`config.mk`:
```
export PLATFORM = sky130hd
export DESIGN_NAME = collatz_range_ctrl_flat
export DESIGN_NICKNAME = d
export VERILOG_FILES = /design/src/rtl/collatz_range_ctrl_if.sv /design/src/rtl/collatz_range_ctrl.sv /design/src/flat_wrapper.sv
export SDC_FILE = /design/constraint.sdc
export NUM_CORES = 1
export LEC_CHECK = 0
export CAP_MARGIN = 0
export CORE_MARGIN = 2
export CORE_UTILIZATION = 60
export CTS_CLUSTER_SIZE = 14
export DETAILED_ROUTE_END_ITERATION = 8
export DONT_BUFFER_PORTS = 1
export PLACE_DENSITY = 0.76
export SLEW_MARGIN = 15
export SYNTH_ARGS = -nofsm -noshare
export SYNTH_HDL_FRONTEND = slang
export SYNTH_SLANG_ARGS = --single-unit
```
`constraint.sdc`:
```
create_clock -name clk -period 3.7 [get_ports clk]
set_clock_uncertainty 0.05 [all_clocks]
set_input_delay 0.37 -clock clk [delete_from_list [all_inputs] [get_ports clk]]
set_output_delay 0.37 -clock clk [all_outputs]
set_load 0.01 [all_outputs]
```
`src/rtl/collatz_range_ctrl_if.sv`:
```
// Board I/O and range-engine signals seen by the Collatz range sequencing controller.
interface collatz_range_ctrl_if;
    logic [9:0]  sw;
    logic [3:0]  key_n;
    logic        done;
    logic [15:0] count;
    logic        go;
    logic [31:0] start;
    logic [11:0] left_display;
    logic [11:0] right_display;
    logic        busy;

    // Controller side
    modport master (
        input  sw, key_n, done, count,
        output go, start, left_display, right_display, busy
    );

    // Board / range-engine side
    modport slave (
        output sw, key_n, done, count,
        input  go, start, left_display, right_display, busy
    );
endinterface

```
`src/rtl/collatz_range_ctrl.sv`:
```
// Collatz range controller: launches a sweep from the switches, waits for the
// engine, then browses the result RAM with home/inc/dec keys and auto-repeat.
module collatz_range_ctrl #(
    parameter int RAM_WORDS     = 256,
    parameter int RAM_ADDR_BITS = 8,
    parameter int REPEAT_CYCLES = 4194304,
    parameter int READ_LAT      = 1
) (
    input  logic                  clk,
    input  logic                  reset,
    collatz_range_ctrl_if.master  bus
);
    localparam int RPT_W = $clog2(REPEAT_CYCLES + 1);
    localparam logic [RAM_ADDR_BITS-1:0] OFF_MAX = RAM_ADDR_BITS'(RAM_WORDS - 1);
    localparam logic [RPT_W-1:0]         RPT_END = RPT_W'(REPEAT_CYCLES);
    localparam logic [1:0]               LAT_END = 2'(READ_LAT);

    typedef enum logic [2:0] {IDLE, LAUNCH, RUN, FETCH, BROWSE} state_t;
    typedef enum logic [1:0] {KEY_NONE, KEY_HOME, KEY_INC, KEY_DEC} bkey_t;

    state_t                   state_q, state_d;
    bkey_t                    last_key_q, last_key_d;
    bkey_t                    cur_key;
    logic                     go_q, go_d;
    logic                     busy_q, busy_d;
    logic [31:0]              start_q, start_d;
    logic [11:0]              left_q, left_d;
    logic [11:0]              right_q, right_d;
    logic [11:0]              base_q, base_d;
    logic [RAM_ADDR_BITS-1:0] offset_q, offset_d;
    logic [RAM_ADDR_BITS-1:0] off_nx;
    logic [RPT_W-1:0]         rpt_q, rpt_d;
    logic [1:0]               lat_q, lat_d;

    assign bus.go            = go_q;
    assign bus.busy          = busy_q;
    assign bus.start         = start_q;
    assign bus.left_display  = left_q;
    assign bus.right_display = right_q;

    // Register all controller state with synchronous reset
    always_ff @(posedge clk) begin
        if (reset) begin
            state_q    <= IDLE;
            last_key_q <= KEY_NONE;
            go_q       <= 1'b0;
            busy_q     <= 1'b0;
            start_q    <= '0;
            left_q     <= '0;
            right_q    <= '0;
            base_q     <= '0;
            offset_q   <= '0;
            rpt_q      <= '0;
            lat_q      <= '0;
        end else begin
            state_q    <= state_d;
            last_key_q <= last_key_d;
            go_q       <= go_d;
            busy_q     <= busy_d;
            start_q    <= start_d;
            left_q     <= left_d;
            right_q    <= right_d;
            base_q     <= base_d;
            offset_q   <= offset_d;
            rpt_q      <= rpt_d;
            lat_q      <= lat_d;
        end
    end

    // Next-state, key handling, auto-repeat timing and display updates
    always_comb begin
        state_d    = state_q;
        last_key_d = last_key_q;
        go_d       = 1'b0;
        start_d    = start_q;
        left_d     = left_q;
        right_d    = right_q;
        base_d     = base_q;
        offset_d   = offset_q;
        rpt_d      = rpt_q;
        lat_d      = '0;
        off_nx     = offset_q;

        if (!bus.key_n[2])      cur_key = KEY_HOME;
        else if (!bus.key_n[0]) cur_key = KEY_INC;
        else if (!bus.key_n[1]) cur_key = KEY_DEC;
        else                    cur_key = KEY_NONE;

        // Repeat timer runs in every state (FETCH included); a release or a
        // different key forgets the held key so the next press steps at once.
        if (cur_key != last_key_q) begin
            last_key_d = KEY_NONE;
            rpt_d      = '0;
        end else if (last_key_q != KEY_NONE && rpt_q < RPT_END) begin
            rpt_d = rpt_q + 1'b1;
        end

        case (state_q)
            LAUNCH: begin
                go_d    = 1'b1;
                state_d = RUN;
            end
            RUN: begin
                if (bus.done) begin
                    start_d  = '0;
                    offset_d = '0;
                    state_d  = FETCH;
                end
            end
            FETCH: begin
                if (lat_q == LAT_END) begin
                    right_d = bus.count[11:0];
                    left_d  = base_q + 12'(offset_q);
                    state_d = BROWSE;
                end else begin
                    lat_d = lat_q + 1'b1;
                end
            end
            BROWSE: begin
                if (cur_key != KEY_NONE && (cur_key != last_key_q || rpt_q >= RPT_END)) begin
                    case (cur_key)
                        KEY_HOME: off_nx = '0;
                        KEY_INC:  off_nx = (offset_q == OFF_MAX) ? offset_q : offset_q + 1'b1;
                        KEY_DEC:  off_nx = (offset_q == '0) ? offset_q : offset_q - 1'b1;
                        default:  off_nx = offset_q;
                    endcase
                    offset_d   = off_nx;
                    start_d    = 32'(off_nx);
                    last_key_d = cur_key;
                    rpt_d      = RPT_W'(1);
                    state_d    = FETCH;
                end
            end
            default: ;
        endcase

        // Launch overrides everything else, in every state
        if (!bus.key_n[3]) begin
            base_d     = {2'b00, bus.sw};
            start_d    = {22'd0, bus.sw};
            offset_d   = '0;
            left_d     = '0;
            right_d    = '0;
            go_d       = 1'b0;
            last_key_d = KEY_NONE;
            rpt_d      = '0;
            state_d    = LAUNCH;
        end

        busy_d = (state_d == LAUNCH) || (state_d == RUN);
    end
endmodule

```
`src/flat_wrapper.sv`:
```
// flat-port wrapper written by rule: the top's interface ports become plain ports
module collatz_range_ctrl_flat 
#(
    parameter int RAM_WORDS     = 256,
    parameter int RAM_ADDR_BITS = 8,
    parameter int REPEAT_CYCLES = 4194304,
    parameter int READ_LAT      = 1
)
  (clk, reset, bus_sw, bus_key_n, bus_done, bus_count, bus_go, bus_start, bus_left_display, bus_right_display, bus_busy);
  collatz_range_ctrl_if bus_i ();
  input  logic clk;
  input  logic reset;
  input wire logic [$bits(bus_i.sw)-1:0] bus_sw;
  input wire logic [$bits(bus_i.key_n)-1:0] bus_key_n;
  input wire logic [$bits(bus_i.done)-1:0] bus_done;
  input wire logic [$bits(bus_i.count)-1:0] bus_count;
  output wire logic [$bits(bus_i.go)-1:0] bus_go;
  output wire logic [$bits(bus_i.start)-1:0] bus_start;
  output wire logic [$bits(bus_i.left_display)-1:0] bus_left_display;
  output wire logic [$bits(bus_i.right_display)-1:0] bus_right_display;
  output wire logic [$bits(bus_i.busy)-1:0] bus_busy;
  assign bus_i.sw = bus_sw;
  assign bus_i.key_n = bus_key_n;
  assign bus_i.done = bus_done;
  assign bus_i.count = bus_count;
  assign bus_go = bus_i.go;
  assign bus_start = bus_i.start;
  assign bus_left_display = bus_i.left_display;
  assign bus_right_display = bus_i.right_display;
  assign bus_busy = bus_i.busy;
  collatz_range_ctrl #(.RAM_WORDS(RAM_WORDS), .RAM_ADDR_BITS(RAM_ADDR_BITS), .REPEAT_CYCLES(REPEAT_CYCLES), .READ_LAT(READ_LAT)) u_core (.clk(clk), .reset(reset), .bus(bus_i));
endmodule
```
## After elaboration in Yosys (flattened, before gate mapping)

Cells that the tools add are included.

| word-level totals | value |
|---|---|
| logic and storage cells | 77 |
| register bits | 106 |

| cells by class | value |
|---|---|
| magnitude comparators | 2 |
| muxes and demuxes | 26 |
| add/sub/neg operators | 5 |
| reductions and logical operators | 13 |
| eq/ne operators | 17 |
| bitwise operators | 2 |

Operator list:

| kind | count |
|---|---|
| 23-bit two-way mux | 4 |
| 32-bit two-way mux | 2 |
| 32-bit case mux with 2 select lines | 1 |
| 8-bit two-way mux | 4 |
| 8-bit case mux with 3 select lines | 1 |
| 23-bit by 1-bit adder with 23-bit output, second input constant | 1 |
| 23-bit greater-or-equal comparator, second input constant | 1 |
| 23-bit less-than comparator, second input constant | 1 |
| 8-bit case mux with 2 select lines | 1 |
| 2-bit two-way mux | 6 |
| 3-bit two-way mux | 4 |
| 3-bit case mux with 4 select lines | 1 |
| 10-bit by 8-bit adder with 11-bit output | 1 |
| 10-bit two-way mux | 1 |
| 3-bit by 2-bit equality test with 1-bit output, second input constant | 3 |
| 8-bit by 1-bit adder with 8-bit output, second input constant | 1 |
| 8-bit equality test, second input constant | 1 |
| 8-bit logical NOT | 1 |
| 8-bit by 1-bit subtractor with 8-bit output, second input constant | 1 |
| 3-bit by 1-bit equality test with 1-bit output, second input constant | 2 |
| 3-bit AND reduction | 2 |
| 2-bit nonzero test | 3 |
| 2-bit by 1-bit equality test with 1-bit output, second input constant | 2 |
| 2-bit equality test, second input constant | 2 |
| 15 further kinds | 18 |

## Longest topological paths before layout

| logic depth | value |
|---|---|
| depth in word-level cells | 11 |
| gate-level depth with buffers | 9 |

## Worst setup path after synthesis

No wires, ideal clock.

| timing | value |
|---|---|
| path type | register to register |
| start point | register u_core.offset_q[1] |
| end point | register u_core.start_q[0], in the netlist u_core.bus.start[0] |
| data arrival time | 1.924 ns |
| setup time | 0.086 ns |
| period minus slack after synthesis | 2.059 ns |
| stages on the path, launching flop included | 9 |
| setup slack | 1.641 ns |
| cell sequence | dfxtp_1 inv_1 ha_1 or4b_1 nor2_1 o22ai_1 xnor2_1 a32oi_1 a211oi_1 |

| between the ends | value |
|---|---|
| cells in the longest elaborated chain, start to end | 6 |
| elaborated cells on any way between the ends | 8 |

RTL lines:

| element | RTL line | RTL |
|---|---|---|
| start, declared | collatz_range_ctrl.sv:30 | `logic [RAM_ADDR_BITS-1:0] offset_q, offset_d;` |
| start signal, assigned | collatz_range_ctrl.sv:64 | `offset_q <= offset_d;` |
| 8-bit equality test or 8-bit logical NOT (tied branches) | collatz_range_ctrl.sv:123, collatz_range_ctrl.sv:124 |  |
| 8-bit two-way mux (on tied branches) | collatz_range_ctrl.sv:123, collatz_range_ctrl.sv:124 |  |
| 8-bit case mux with 3 select lines (*) | collatz_range_ctrl.sv:121 | `case (cur_key)` |
| 32-bit two-way mux (*) | collatz_range_ctrl.sv:120 | `if (cur_key != KEY_NONE && (cur_key != last_key_q \|\| rpt_q >= RPT_END)) begin` |
| 32-bit case mux with 2 select lines (*) | collatz_range_ctrl.sv:98 | `case (state_q)` |
| 10-bit two-way mux (*) | collatz_range_ctrl.sv:138 | `if (!bus.key_n[3]) begin` |
| end signal, assigned | collatz_range_ctrl.sv:60 | `start_q <= start_d;` |
| end, declared | collatz_range_ctrl.sv:26 | `logic [31:0] start_q, start_d;` |

Every way passes the cells marked *; elsewhere a longest branch is shown, timed or not. The select of a mux whose other input is x is not followed.
A chain may end at the register's enable or synchronous reset.

## Worst setup path after layout

Ends and elaborated chain as after synthesis.

==> impl_metrics.tcl <==
set metrics [dict create \
    yosys-top-cells-area "dfxtp_1 37%, nand2_1 5.6%, nor2_1 5.3%" \
    max_freq_mhz 404.5 \
    via_per_inst 5.807 \
    nets 575 \
    syn_to_final_growth_pct 1.295 \
    die-area_um2 8114 \
    place_congestion 0.8467 \
    cts_sinks 83 \
    fin_util_pct 62.42 \
    place_ws_ps 1292 \
    clk_pin_slew_worst_paths_ps 90 \
    holdPathStages 1 \
    p_leak_nw 1.547 \
    ys_seq_area_share_pct 37.38 \
    cts_hold_buf 0 \
    reg2reg_depth 8 \
    start_util_pct 61.62 \
    synth_area_um2 4446 \
    cts_resized 0 \
    grt_pass1_vias 3386 \
    root_buffer "clkbuf_8" \
    overflow 0 \
    layout_setup_ws_ps 1228 \
    rsz0062_at_grt "no" \
    cap_viol_max_count 0 \
    hpwl_um 6757 \
    clk_latency_ps 350 \
    htree_levels 3 \
    power_density_nw_per_um2 357.6 \
    synth_edf_count 0 \
    cp.required_ps 3920 \
    rows 31 \
    post_cts_buffers 0 \
    criticalPathCategory "reg2reg" \
    first_iter_violations 179 \
    max_slew.worst_pin.slew_ps 884.8 \
    tritoncts "done" \
    outcome "finished, final reports clean" \
    fin_tns_setup_ps 0 \
    timing.reg2reg.setup_slack_ps 1230 \
    period_share_pct 66.82 \
    routedWlPerCell_um 14.60 \
    crit_fanout 10 \
    wl_um 9229 \
    finalSetupViolations 0 \
    synthArstFlopShare_pct 0 \
    diodes 0 \
    grt_max_degree 31 \
    hp-class "in2reg" \
    vias 3670 \
    hold_viol_final 0 \
    layout_min_cycle_time_ps 2472 \
    die_h_um 90.08 \
    drt_first_pass_iters 4 \
    cts_max_path_buffers 2 \
    cp.arrival_ps 2690 \
    startpoint_type "flip-flop" \
    io_pins 91 \
    grt_first_pass_wirelength_um 15640 \
    antenna_found_initial 0 \
    ant_nets 0 \
    slew_viol_final 0 \
    die_x_um 90.08 \
    layout_common_cells "83 x dfxtp_1, 66 x nand2_1, 63 x nor2_1, 41 x a21oi_1" \
    layout-drive-gt1-share_pct 6.379 \
    synth_cells 547 \
    synth_cell_types 64 \
    core_um2 7214 \
    vdd_drop_max_mv 0.2062 \
    critPathCaptureType "flip-flop" \
    synthFlopType "dfxtp_1" \
    slew_headroom_pct 40.47 \
    yosys.area.top_type "dfxtp_1" \
    ys_warn_count 0 \
    cts_buffers 9 \
    port_buffers 0 \
    avgSynthCellArea_um2 8.127 \
    synth_seq_cells 83 \
    final_common_cell "dfxtp_1" \
    grt_util_all_layers_pct 23.16 \
    synth_top_area_share_pct 37.38 \
    drc 0 \
]
## registers in the layout (all words and copies together) (netlist names)
| register | count |
|---|---|
| u_core.rpt_q | 23 |
| u_core.bus.right_display | 12 |
| u_core.bus.left_display | 11 |
| u_core.base_q | 10 |
| u_core.bus.start | 10 |
| u_core.offset_q | 8 |
| u_core.state_q | 3 |
| u_core.last_key_q | 2 |
| u_core.lat_q | 2 |
| u_core.bus.busy | 1 |
| u_core.bus.go | 1 |
## report_power, final
part	switching (W)	total [W]	internal [W]
clock	0.000340	0.000592	0.000252
sequential	0.0000181	0.000928	0.000909
combinational	0.0000563	0.0000907	0.0000344
total	0.000414	0.00161	0.00120
## layout make-up
| cell class | count | area [µm²] |
|---|---|---|
| fillers | 674 | 2711 |
| multi-input cells | 420 | 2481 |
| flip-flops and latches | 83 | 1662 |
| clock buffers | 10 | 127.6 |
| well taps | 99 | 123.9 |
| clock inverters | 6 | 48.80 |
| inverters | 12 | 45.04 |
| repair buffers | 2 | 15.01 |
## through the flow
stage	hold slack [ps]	total power (W)	cells	instance area, µm²
after detailed placement	379.3	0.001039	616	4327
after CTS	12.93	0.001623	632	4503
final	15.99	0.001610	632	4503
after floorplan	354.3	0.001054	569	4528
after global placement	363.9	0.001036	616	4327
after global routing	3.689	0.001676	632	4503
## synthesized netlist by cell type (all sizes together), types with 2 or more instances
| cell | count |
|---|---|
| dfxtp | 83 |
| nand2 | 66 |
| nor2 | 63 |
| a21oi | 43 |
| buf | 34 |
| nand3 | 24 |
| nor3 | 23 |
| clkbuf | 20 |
| xor2 | 17 |
| ha | 13 |
| o21ai | 13 |
| nor2b | 12 |
| xnor2 | 12 |
| inv | 11 |
| a31oi | 9 |
| nand4 | 9 |
| a211oi | 8 |
| mux2i | 8 |
| nor4 | 7 |
| nand2b | 6 |
| o211ai | 5 |
| or3 | 5 |
| and2 | 4 |
| and3 | 4 |
| or4 | 4 |
| a32oi | 3 |
| and3b | 3 |
| o21bai | 3 |
| o31ai | 3 |
| or4b | 3 |
| a21o | 2 |
| a31o | 2 |
| and4 | 2 |
| mux2 | 2 |
| nand3b | 2 |
| o21a | 2 |
## per-layer routing
metal  part of all wire [%]  vias to the layer above  global-route usage (%)
li1                       -                     1840                       -
met4                    1.9                        0                   8.974
met1                     44                     1713                   29.19
met2                     48                      103                   38.47
met3                    6.6                       14                   5.532
met5                      0                        -                       0
## final timing paths
kind | startpoint | endpoint
max | u_core.offset_q[1]$_SDFFE_PP0P_ | u_core.bus.start[0]$_SDFFE_PP0P_
min | reset | u_core.bus.start[9]$_SDFFE_PP0P_
max reg2reg | u_core.offset_q[1]$_SDFFE_PP0P_ | u_core.bus.start[0]$_SDFFE_PP0P_
min reg2reg | u_core.lat_q[0]$_SDFF_PP0_ | u_core.lat_q[0]$_SDFF_PP0_
## cell families (layout without fill, tap and decap cells)
family	Yosys count	in the layout	synth area share [%]
flops	83	83	37.38
fa+ha+maj	14	14	4.109
compound gates	104	104	15.00
buf+inv	66	30	8.669
xor+xnor	29	29	5.713
mux	10	10	2.308
other cells	1	23	0.08435
simple gates	240	240	26.74
## worst max-delay path, stage by stage (launching register included)
cell,delay (ps)
dfxtp_1,420
inv_1,190
ha_1,220
or4b_1,530
nor2_1,220
o22ai_1,130
xnor2_1,220
a32oi_1,130
a211oi_1,260
Power figures use the tool's default switching activity.
==> RTL edit, RTL diff (config.mk and constraints unchanged) <==
`RAM_WORDS` is set to 256 in 2 places; all go to 128.
--- a/src/rtl/collatz_range_ctrl.sv
+++ b/src/rtl/collatz_range_ctrl.sv
@@ -1,7 +1,7 @@
 // Collatz range controller: launches a sweep from the switches, waits for the
 // engine, then browses the result RAM with home/inc/dec keys and auto-repeat.
 module collatz_range_ctrl #(
-    parameter int RAM_WORDS     = 256,
+    parameter int RAM_WORDS     = 128,
     parameter int RAM_ADDR_BITS = 8,
     parameter int REPEAT_CYCLES = 4194304,
     parameter int READ_LAT      = 1
--- a/src/flat_wrapper.sv
+++ b/src/flat_wrapper.sv
@@ -1,7 +1,7 @@
 // flat-port wrapper written by rule: the top's interface ports become plain ports
 module collatz_range_ctrl_flat 
 #(
-    parameter int RAM_WORDS     = 256,
+    parameter int RAM_WORDS     = 128,
     parameter int RAM_ADDR_BITS = 8,
     parameter int REPEAT_CYCLES = 4194304,
     parameter int READ_LAT      = 1
Formal check against the unedited RTL: same outputs for any inputs over 10 cycles, from zero or initial values and one cycle with reset high; that may be too few to reach the edited logic, so the function may still have changed.
==> RTL edit against the unedited design <==
  * Total power increased by 9.2%
  * Worst setup slack improved by 0.057 ns
  * Global-route usage increased by 0.49 points
  * Largest cell class unchanged
  * Routed wire length about the same
  * Critical endpoint is now u_core.bus.left_display[9]
  * Sequential power about the same
  * Synthesized area decreased by 1.5%
  * Highest routed layer unchanged
  * Via count decreased by 2.2%
  * First-iteration DRC count increased by 7.3%
  * Critical path type unchanged
  * Sequential share of layout area decreased by 0.20 points
  * Sequential cell count unchanged
  * Final cell count increased by 0.63%
  * Final area increased by 0.56%
  * Synthesized cell count increased by 0.18%
==> RTL edit: results (changes against the unedited design) <==
outcome: "finished clean"
grt_pass1_vias: 3140  # -7.3%
n_fill_cell: 634  # -5.9%
largest_reg_flops: 23  # unchanged
ys_top_cells_by_count: "83 x dfxtp_1, 75 x nand2_1, 66 x nor2_1"
p_switching_uw: 429  # +3.4%
grt_max_degree: 32  # +3.2%
yosysUniqueCellTypes: 57  # -11%
syn_avg_cell_area_um2: 7.99  # -1.7%
place.gp.congestion: 0.878  # +3.7%
hold_path_depth: 1  # unchanged
stdcell_count: 636  # +0.63%
dp.cells: 619  # +0.49%
peakVddDrop_mv: 0.213  # +3.2%
drive_above_1_share_pct: 5.59  # -0.79 points
top_register: "u_core.rpt_q"
nets: 579  # +0.70%
synthTopCellsByArea: "dfxtp_1 38%, nand2_1 6.4%, nor2_1 5.7%"
rr_worst_depth: 6  # -2
cts_buffers: 9  # unchanged
grt_usage_pct: 23.7  # +0.49 points
drt_iter0_drc: 192  # +7.3%
grt_pass1_wl_mm: 14.8  # -5.6%
arrival_ns: 2.66  # -0.03 ns
yosysSeqAreaShare_pct: 38.0  # +0.58 points
dp_hpwl_mm: 6.51  # -3.6%
io_buffer_count: 0  # unchanged
vias: 3590  # -2.2%
p_leak_uw: 0.00160  # +3.7%
hp-class: "primary input to flop"
relSlewSlack_pct: 51.7  # +11 points
wl_per_cell_um: 14.5  # -0.62%
[RTL edit: area by class of cell]
class	count	share of cell area (%)
repair buffers	4	0.718
flip-flops and latches	83	36.7
inverters	14	1.16
clock inverters	7	2.32
multi-input cells	420	53.6
well taps	99	2.74
clock buffers	9	2.74
[RTL edit: power groups by stage]
stage | logic [µW] | registers (µW) | clock network [µW]
3_5_place_dp | 78.9 | 947 | 0
4_1_cts | 79.3 | 926 | 769
2_1_floorplan | 98.8 | 941 | 0
6_report | 80.6 | 926 | 752
5_1_grt | 90.6 | 929 | 805
3_3_place_gp | 76.4 | 946 | 0
[RTL edit: final timing paths]
check / start / to / slack (ns)
max: u_core.offset_q[1] / u_core.bus.left_display[9] / 1.28
min: reset / u_core.base_q[7] / 0.02
max reg2reg: u_core.offset_q[1] / u_core.bus.left_display[9] / 1.28
min reg2reg: u_core.lat_q[0] / u_core.lat_q[0] / 0.38
[RTL edit: stage by stage]
| step | area (µm²) | setup WS (ns) | power, µW | util (%) |
|---|---|---|---|---|
| 2_1_floorplan | 4460 | 1.65 | 1040 | - |
| 3_5_place_dp | 4290 | 1.38 | 1030 | 59.8 |
| 3_3_place_gp | 4290 | 1.39 | 1020 | 59.8 |
| 4_1_cts | 4520 | 1.30 | 1770 | 63.0 |
| 6_report | 4530 | 1.28 | 1760 | 63.1 |
| 5_1_grt | 4530 | 1.08 | 1820 | 63.1 |
[RTL edit: layer usage]
metal	global-route usage [%]	wire, µm	part of all wire (%)
met4	8.55	101	1.1
met2	37.2	4410	48
met3	7.20	635	6.9
met1	30.8	4090	44
met5	0	0	0
[RTL edit: cells by family (layout without fill, tap and decap cells)]
| group | Yosys count | after routing | share of synthesized area (%) |
|---|---|---|---|
| AO/OA/AOI/OAI | 113 | 113 | 16.1 |
| AND/OR/NAND/NOR | 232 | 232 | 25.4 |
| buffers and inverters | 67 | 34 | 8.46 |
| flip-flops | 83 | 83 | 38.0 |
| other | 1 | 23 | 0.0857 |
| adder cells (fa/ha/maj) | 14 | 14 | 4.17 |
| XOR/XNOR | 29 | 29 | 5.80 |
| multiplexers | 9 | 9 | 2.09 |
[RTL edit: worst max-delay path: stages (launching register included)]
cell	delay, ns
dfxtp_1	0.55
ha_1	0.30
a21oi_1	0.18
o211ai_1	0.17
o41ai_1	0.55
mux2_2	0.40
a21oi_1	0.13
